--- config.mk ---
export PLATFORM = sky130hd
export DESIGN_NAME = vram_text_fetch
export DESIGN_NICKNAME = d
export VERILOG_FILES = /design/src/rtl/vram_text_pkg.sv /design/src/rtl/raster_counter.sv /design/src/rtl/vram_text_fetch.sv
export SDC_FILE = /design/constraint.sdc
export NUM_CORES = 1
export LEC_CHECK = 0
export CORE_ASPECT_RATIO = 1.1
export CORE_UTILIZATION = 40
export DETAILED_ROUTE_END_ITERATION = 16
export MAX_ROUTING_LAYER = met4
export PLACE_DENSITY = 0.73
export REMOVE_ABC_BUFFERS = 1
export SLEW_MARGIN = 20
export SYNTH_ARGS = -nofsm -noshare
export SYNTH_HDL_FRONTEND = slang
export SYNTH_HIERARCHICAL = 1
export SYNTH_SLANG_ARGS = --single-unit
--- constraint.sdc ---
create_clock -name clock -period 6.6 [get_ports clock]
set_input_delay 1.32 -clock clock [delete_from_list [all_inputs] [get_ports clock]]
set_output_delay 1.32 -clock clock [all_outputs]
set_load 0.01 [all_outputs]
--- src/rtl/vram_text_pkg.sv ---
// Shared types and geometry helpers for the text-mode raster and fetch engine.
package vram_text_pkg;

  localparam int CELL_PX = 8;

  typedef enum logic [1:0] {
    IDLE = 2'd0,
    RAM  = 2'd1,
    ROM  = 2'd2
  } fetch_state_t;

  function automatic int calc_aw(input int kb);
    return $clog2(kb * 1024);
  endfunction

  function automatic int active_w(input int hchars);
    return hchars * CELL_PX;
  endfunction

  function automatic int active_h(input int vrows);
    return vrows * CELL_PX;
  endfunction

endpackage

--- src/rtl/raster_counter.sv ---
// Pixel/line counters with registered sync and blank decode; counters also exported
// so the fetch engine can schedule work against the raw position.
module raster_counter
  import vram_text_pkg::*;
#(
  parameter int HCHARS   = 40,
  parameter int VROWS    = 24,
  parameter int H_TOTAL  = 448,
  parameter int HS_START = 360,
  parameter int HS_W     = 32,
  parameter int V_TOTAL  = 312,
  parameter int VS_START = 240,
  parameter int VS_W     = 4,
  localparam int HW      = $clog2(H_TOTAL),
  localparam int VW      = $clog2(V_TOTAL)
) (
  input  logic          clock,
  input  logic          reset,
  input  logic          i_ce_pix,
  output logic [HW-1:0] o_hcount,
  output logic [VW-1:0] o_vcount,
  output logic          o_visible,
  output logic          o_hsync,
  output logic          o_vsync,
  output logic          o_hblank,
  output logic          o_vblank
);

  localparam logic [HW-1:0] H_LAST   = HW'(H_TOTAL - 1);
  localparam logic [HW-1:0] H_VIS_LO = HW'(CELL_PX);
  localparam logic [HW-1:0] H_VIS_HI = HW'(active_w(HCHARS) + CELL_PX);
  localparam logic [HW-1:0] HS_LO    = HW'(HS_START);
  localparam logic [HW-1:0] HS_HI    = HW'(HS_START + HS_W);
  localparam logic [VW-1:0] V_LAST   = VW'(V_TOTAL - 1);
  localparam logic [VW-1:0] V_VIS_HI = VW'(active_h(VROWS));
  localparam logic [VW-1:0] VS_LO    = VW'(VS_START);
  localparam logic [VW-1:0] VS_HI    = VW'(VS_START + VS_W);

  logic [HW-1:0] r_hcount;
  logic [VW-1:0] r_vcount;
  logic          r_hsync, r_vsync, r_hblank, r_vblank;
  logic          w_hblank, w_vblank, w_hsync, w_vsync;

  // Active video starts one cell late to absorb the fetch pipeline.
  assign w_hblank = (r_hcount < H_VIS_LO) || (r_hcount >= H_VIS_HI);
  assign w_vblank = (r_vcount >= V_VIS_HI);
  assign w_hsync  = (r_hcount >= HS_LO) && (r_hcount < HS_HI);
  assign w_vsync  = (r_vcount >= VS_LO) && (r_vcount < VS_HI);

  // NOTE: state uses non-blocking assignments so every register samples pre-edge values.
  always_ff @(posedge clock or negedge reset) begin
    if (!reset) begin
      r_hcount <= '0;
      r_vcount <= '0;
      r_hsync  <= 1'b0;
      r_vsync  <= 1'b0;
      r_hblank <= 1'b0;
      r_vblank <= 1'b0;
    end else if (i_ce_pix) begin
      r_hcount <= (r_hcount == H_LAST) ? '0 : r_hcount + HW'(1);
      if (r_hcount == H_LAST) begin
        r_vcount <= (r_vcount == V_LAST) ? '0 : r_vcount + VW'(1);
      end
      r_hsync  <= w_hsync;
      r_vsync  <= w_vsync;
      r_hblank <= w_hblank;
      r_vblank <= w_vblank;
    end
  end

  assign o_hcount  = r_hcount;
  assign o_vcount  = r_vcount;
  assign o_visible = ~w_hblank & ~w_vblank;
  assign o_hsync   = r_hsync;
  assign o_vsync   = r_vsync;
  assign o_hblank  = r_hblank;
  assign o_vblank  = r_vblank;

endmodule

--- src/rtl/vram_text_fetch.sv ---
// Text-mode generator: per cell fetches the character code from video RAM, the glyph
// row from the character ROM, and serialises it one cell later.
module vram_text_fetch
  import vram_text_pkg::*;
#(
  parameter int KB       = 2,
  parameter int HCHARS   = 40,
  parameter int VROWS    = 24,
  parameter int H_TOTAL  = 448,
  parameter int HS_START = 360,
  parameter int HS_W     = 32,
  parameter int V_TOTAL  = 312,
  parameter int VS_START = 240,
  parameter int VS_W     = 4,
  localparam int AW      = calc_aw(KB)
) (
  input  logic          clock,
  input  logic          reset,
  input  logic          ce_pix,
  output logic          ce1,
  output logic [AW-1:0] a1,
  input  logic [7:0]    q1,
  output logic [10:0]   cg_a,
  input  logic [7:0]    cg_q,
  output logic          pixel,
  output logic          hsync,
  output logic          vsync,
  output logic          hblank,
  output logic          vblank
);

  localparam int HW = $clog2(H_TOTAL);
  localparam int VW = $clog2(V_TOTAL);
  localparam logic [HW-1:0] H_FETCH_END = HW'(active_w(HCHARS));
  localparam logic [HW-1:0] H_LOAD_LO   = HW'(CELL_PX);
  localparam logic [VW-1:0] V_FETCH_END = VW'(active_h(VROWS));

  logic [HW-1:0] w_hcount;
  logic [VW-1:0] w_vcount;
  logic          w_visible, w_cell_start, w_fetch_trig, w_load;
  logic [AW-1:0] w_addr;
  logic [7:0]    w_shift_nxt;

  fetch_state_t  r_state, w_state_nxt;
  logic [AW-1:0] r_a1;
  logic [2:0]    r_line;
  logic          r_cap;
  logic [7:0]    r_glyph, r_shift;
  logic          r_pixel;

  raster_counter #(
    .HCHARS(HCHARS), .VROWS(VROWS), .H_TOTAL(H_TOTAL), .HS_START(HS_START), .HS_W(HS_W),
    .V_TOTAL(V_TOTAL), .VS_START(VS_START), .VS_W(VS_W)
  ) u_raster (
    .clock     (clock),
    .reset     (reset),
    .i_ce_pix  (ce_pix),
    .o_hcount  (w_hcount),
    .o_vcount  (w_vcount),
    .o_visible (w_visible),
    .o_hsync   (hsync),
    .o_vsync   (vsync),
    .o_hblank  (hblank),
    .o_vblank  (vblank)
  );

  assign w_cell_start = (w_hcount[2:0] == 3'd0);
  assign w_fetch_trig = ce_pix && w_cell_start && (w_vcount < V_FETCH_END)
                        && (w_hcount < H_FETCH_END);
  assign w_load       = ce_pix && w_cell_start && (w_hcount >= H_LOAD_LO)
                        && (w_hcount <= H_FETCH_END);
  assign w_addr       = AW'(int'(w_vcount >> 3) * HCHARS + int'(w_hcount >> 3));

  always_ff @(posedge clock or negedge reset) begin
    if (!reset) r_state <= IDLE;
    else        r_state <= w_state_nxt;
  end

  // A trigger outside IDLE is ignored; pixel spacing keeps it from happening.
  always_comb begin
    // NOTE: default first so no path through the case leaves the value held (no latch).
    w_state_nxt = r_state;
    unique case (r_state)
      IDLE:    if (w_fetch_trig) w_state_nxt = RAM;
      RAM:     w_state_nxt = ROM;
      ROM:     w_state_nxt = IDLE;
      default: w_state_nxt = IDLE;
    endcase
  end

  // The RAM holds q1 until the next ce1, so it serves as the code latch during ROM.
  always_comb begin
    ce1  = (r_state == RAM);
    cg_a = (r_state == ROM) ? {q1, r_line} : '0;
  end

  // Registered ROM data lands one clock after the ROM state is left.
  always_ff @(posedge clock or negedge reset) begin
    if (!reset) begin
      r_a1    <= '0;
      r_line  <= '0;
      r_cap   <= 1'b0;
      r_glyph <= '0;
    end else begin
      if ((r_state == IDLE) && w_fetch_trig) begin
        r_a1   <= w_addr;
        r_line <= w_vcount[2:0];
      end
      r_cap <= (r_state == ROM);
      if (r_cap) r_glyph <= cg_q;
    end
  end

  assign w_shift_nxt = w_load ? r_glyph : {r_shift[6:0], 1'b0};

  always_ff @(posedge clock or negedge reset) begin
    if (!reset) begin
      r_shift <= '0;
      r_pixel <= 1'b0;
    end else if (ce_pix) begin
      r_shift <= w_shift_nxt;
      r_pixel <= w_shift_nxt[7] & w_visible;
    end
  end

  assign a1    = r_a1;
  assign pixel = r_pixel;

endmodule

## Yosys cells after proc, flatten, opt, wreduce, memory -nomap -nowiden

Index checks and enable logic that the tools add are counted.

- Word-level logic and storage cells: 55
- Output and inout port bits: 28
- Input bits: 19
- Bits in registers: 55

- $lt $le $gt $ge: 11
- Add/subtract/negate cells: 3
- Mux-type cells: 6
- Bitwise operators: 4
- Equal/unequal tests: 5
- $mul: 1
- Reductions and logical operators: 12

Operators with widths:

| cell | number |
|---|---|
| $add 9x1->9 const B | 2 |
| $eq 9x9->1 const B | 2 |
| $ge 9x8->1 const B | 2 |
| $ge 9x9->1 const B | 2 |
| $lt 9x8->1 const B | 2 |
| $lt 9x9->1 const B | 2 |
| $mux 9 | 2 |
| $add 11x6->11 | 1 |
| $mux 11 | 1 |
| $ge 9x4->1 const B | 1 |
| $le 9x9->1 const B | 1 |
| $lt 9x4->1 const B | 1 |
| $logic_and 1x1->1 | 8 |
| $mul 6x3->8 const B | 1 |
| $mux 8 | 1 |
| $pmux 2 s2 | 1 |
| $logic_not 3->1 | 1 |
| $and 1x1->1 | 2 |
| $eq 2x1->1 const B | 1 |
| $eq 2x2->1 const B | 1 |
| $logic_not 2->1 | 1 |
| $mux 2 | 1 |
| $ne 2x2->1 const B | 1 |
| $not 1->1 | 2 |
| other kinds (2) | 2 |

## Depth between registers and ports, before layout

- Depth after elaboration: 6
- Depth in mapped cells: 8
- Depth with buffers taken out: 8

## Cells and area by module

The synthesis kept the hierarchy.

By module, submodules not included:

| module | instances | cells an instance | area each (sq um) | sequential area each (sq um) |
|---|---|---|---|---|
| vram_text_fetch | 1 | 164 | 1760.4 | 825.8 |
| raster_counter | 1 | 125 | 1191.1 | 550.5 |

## Worst setup path before layout

OpenSTA, ideal clock, no wires.

- Kind: in2out
- Start point: input port q1[7]
- End point: output port cg_a[10]
- Slack: 3.814 ns
- Cell stages on the path: 1
- Buffers on the path: 0
- Arrival time: 1.466 ns
- Required time: 5.280 ns
- Path through: and2_1

- Word-level cells in the longest chain between the ends: 1

RTL lines:

| element | RTL line | text |
|---|---|---|
| start, declared | vram_text_fetch.sv:22 | `input logic [7:0] q1,` |
| $mux 11 | vram_text_fetch.sv:94 | `cg_a = (r_state == ROM) ? {q1, r_line} : '0;` |
| end, declared | vram_text_fetch.sv:23 | `output logic [10:0] cg_a,` |

No other way between the ends.

## Worst setup path in the final report

- Start point: input port q1[0]
- End point: output port cg_a[3]

Same word-level chain as after synthesis.

==> run metrics <==
mux share of post-synthesis cell area=7.59%; post-synthesis simple-gate area fraction=19.9%; Sink Count=55; Area Growth Syn to Fin=22.3%; DIE HEIGHT=92.1 µm; Final ANT Viol Nets=0; Multi-input gate area=1470 µm²; Synth Area in Compound Gates=9.88%; gr ovfl total=0; Seq cells post-synth=55; dpl ws=2840 ps; fillers=624; Logic pwr share=24.2%; Die Width=83.9 µm; Final Net Count=369; max_cap viols=0; final setup fails=0; antenna violations before repair=0; Final Cycle Share=57.0%; Slew @ Worst Pin=714 ps; Reg area=1380 µm²; Final Hold Fails=0; Setup Crit Path Kind=input port to primary output; largest net degree at the start of global routing=56; vias=2,211; sw frac=29.1%; postcts setup bufs=0; H-tree levels=2; power share of the sequential group=49.2%; Setup crit end kind=primary output; Initial DRC Count=143; FP Rows=32; violated checks=DRC; Synth Area in XOR/XNOR=4.45%; total iterations of the first detailed-routing run=10; asr flop ratio synth=100%; P_int=0.703 mW; largest family of logic cells by synthesized area=simple AND/OR/NAND/NOR gates; Root Buffer Master=clkbuf_8; DR WL/cell=14.2 µm; min cycle time layout=3760 ps; register area share after synthesis=46.6%; CTS Buf Count=5; number of port buffers=46; DRT Wirelength=5970 µm; status=complete, but fails checks; Yosys top cell area share=46.6%; PnR worst setup slack=2840 ps; dominant cell type by area after synthesis=dfrtp_1; global-route wire length before repair=10,200 µm; net switching power=0.289 mW; # DRC=16; Clock Pin Slew Worst Setup and Hold Paths=100 ps; hold-fix buffers at CTS=0; Critical Path Source Type=input port; CP required=5280 ps; fmax=0.266 GHz; GP Congestion=0.791; CTS tree=done; clk buf depth=2; Initial Util=41.6%; CP max FO=1; PwrDens=275 nW/µm²; post-placement cell area=3470 µm²; # resized after CTS=0; setup TNS=0 ps; # IOs=47; Syn Inst Count=289; Max-slew headroom=52.3%; Post-synth EDFFs=0; Synth Area per Inst=10.2 µm²; cell area after synthesis=2950 µm²; Antenna diodes=0; CORE AREA=7090 µm²; cells taking the most area after synthesis=dfrtp_1, ha_1, nand2_1; Clock power frac=26.6%; CP arrival=2440 ps; layout cells sized above 1=9.88%; peak supply drop=0.117 mV; post-synthesis adder-cell area fraction=7.72%; GRT Overall Usage=16.8%; clk_skew=7.84 ps; unrepaired setup endpoints after global routing=no; Hold WS=482 ps; yosys warns=6; CP most frequent cell=clkdlybuf4s50_1; Clock Latency Late Sink=310 ps; Yosys cell types=48; ys flop type=dfrtp_1; die area=7730 µm²; Post-DP HPWL=4150 µm; R2R Setup Slk=4110 ps; drt via density=5.28; final instance area=3610 µm²; CP Cell Sequence=clkdlybuf4s50_1 > and2_1 > clkdlybuf4s50_1; fin. max-slew vios=0; leakage=1.64 nW; Slowest-stage cell, CP=clkdlybuf4s50_1; vias in the first global route=2,198; slowest stage delay, CP=530 ps; HP Class=register to register
-- synthesized netlist by cell type (2+ instances only) --
library cell,count
a21o_1,3
a21oi_1,17
a31oi_1,2
and2_1,11
and3_1,4
buf_2,3
buf_4,2
clkbuf_1,5
dfrtp_1,55
fa_1,2
ha_1,15
inv_1,14
mux2_2,11
mux2i_1,10
nand2_1,34
nand3_1,14
nand4_1,4
nor2_1,15
nor2b_1,4
nor3_1,4
o21ai_0,14
o22ai_1,3
or3_1,3
or3_4,2
or4_1,2
xnor2_1,12
xor2_1,3
-- worst max-delay path, delay by kind of cell --
kind          cells  cell delay (ps)
simple gates      1              120
buf+inv           2             1000
-- metal layers --
layer | global-route usage (%) | vias to the layer above | share of wire, %
li1 | - | 1093 | -
met1 | 21.4 | 1048 | 44
met2 | 27.2 | 62 | 50
met3 | 3.15 | 8 | 4.6
met4 | 5.46 | 0 | 1.4
met5 | - | - | 0
-- path summary, 6_finish.rpt --
| check | startpoint | cells after the start | end |
|---|---|---|---|
| max | q1[0] | 3 | cg_a[3] |
| min | r_line[1]$_DFFE_PN0P_ | 2 | r_line[1]$_DFFE_PN0P_ |
| max reg2reg | u_raster/o_vcount[4]$_DFFE_PN0P_ | 8 | a1[10]$_DFFE_PN0P_ |
| min in group asynchronous | reset | 2 | u_raster/o_vcount[4]$_DFFE_PN0P_ |
| max in group asynchronous | reset | 2 | u_raster/o_hsync$_DFFE_PN0P_ |
| min reg2reg | r_line[1]$_DFFE_PN0P_ | 2 | r_line[1]$_DFFE_PN0P_ |
-- placed cells by master (no fill, tap or decap), types with 11 or more instances in the layout --
cell              n
nand2_1          34
mux2_2           11
nor2_1           15
nand3_1          14
dfrtp_1          55
clkdlybuf4s50_1  45
o21ai_0          14
and2_1           11
a21oi_1          17
inv_1            14
ha_1             15
xnor2_1          12
-- power by group through the flow --
stage	Combinational [mW]	Clock (mW)	Sequential, mW
floorplan	0.138	0	0.484
global placement	0.233	0	0.491
detailed placement	0.241	0	0.495
CTS	0.242	0.269	0.488
global route	0.266	0.283	0.501
finish	0.240	0.264	0.488
-- cell families (layout without fill, tap and decap cells) --
logic type | Yosys count | in the layout
AOI/OAI and AO/OA | 47 | 47
xor gates and xnor gates | 15 | 15
adders and majority gates | 17 | 17
buffers and inverters | 25 | 70
DFF | 55 | 55
muxes | 21 | 21
and+or+nand+nor | 109 | 109
-- sequential cells by signal (all words and copies together) (netlist names), 2 cells and up --
signal	cells
a1	11
r_glyph	8
r_line	3
r_shift	7
r_state	2
u_raster/o_hcount	9
u_raster/o_vcount	9
-- metrics by stage --
stage | power, mW | util, % | std cells
finish | 0.992 | 50.9 | 419
global route | 1.05 | 50.9 | 419
CTS | 0.999 | 50.9 | 419
detailed placement | 0.736 | 48.9 | 411
global placement | 0.724 | 48.9 | 411
floorplan | 0.622 | - | 278
-- cell type report --
cell class	count	share of cell area [%]
clock buffers	5	1.91
clock inverters	3	1.87
inverters	14	1.46
multi-input cells	209	40.7
flip-flops and latches	55	38.1
well taps	85	2.95
repair buffers	48	13.0
Power figures use the tool's default switching activity.
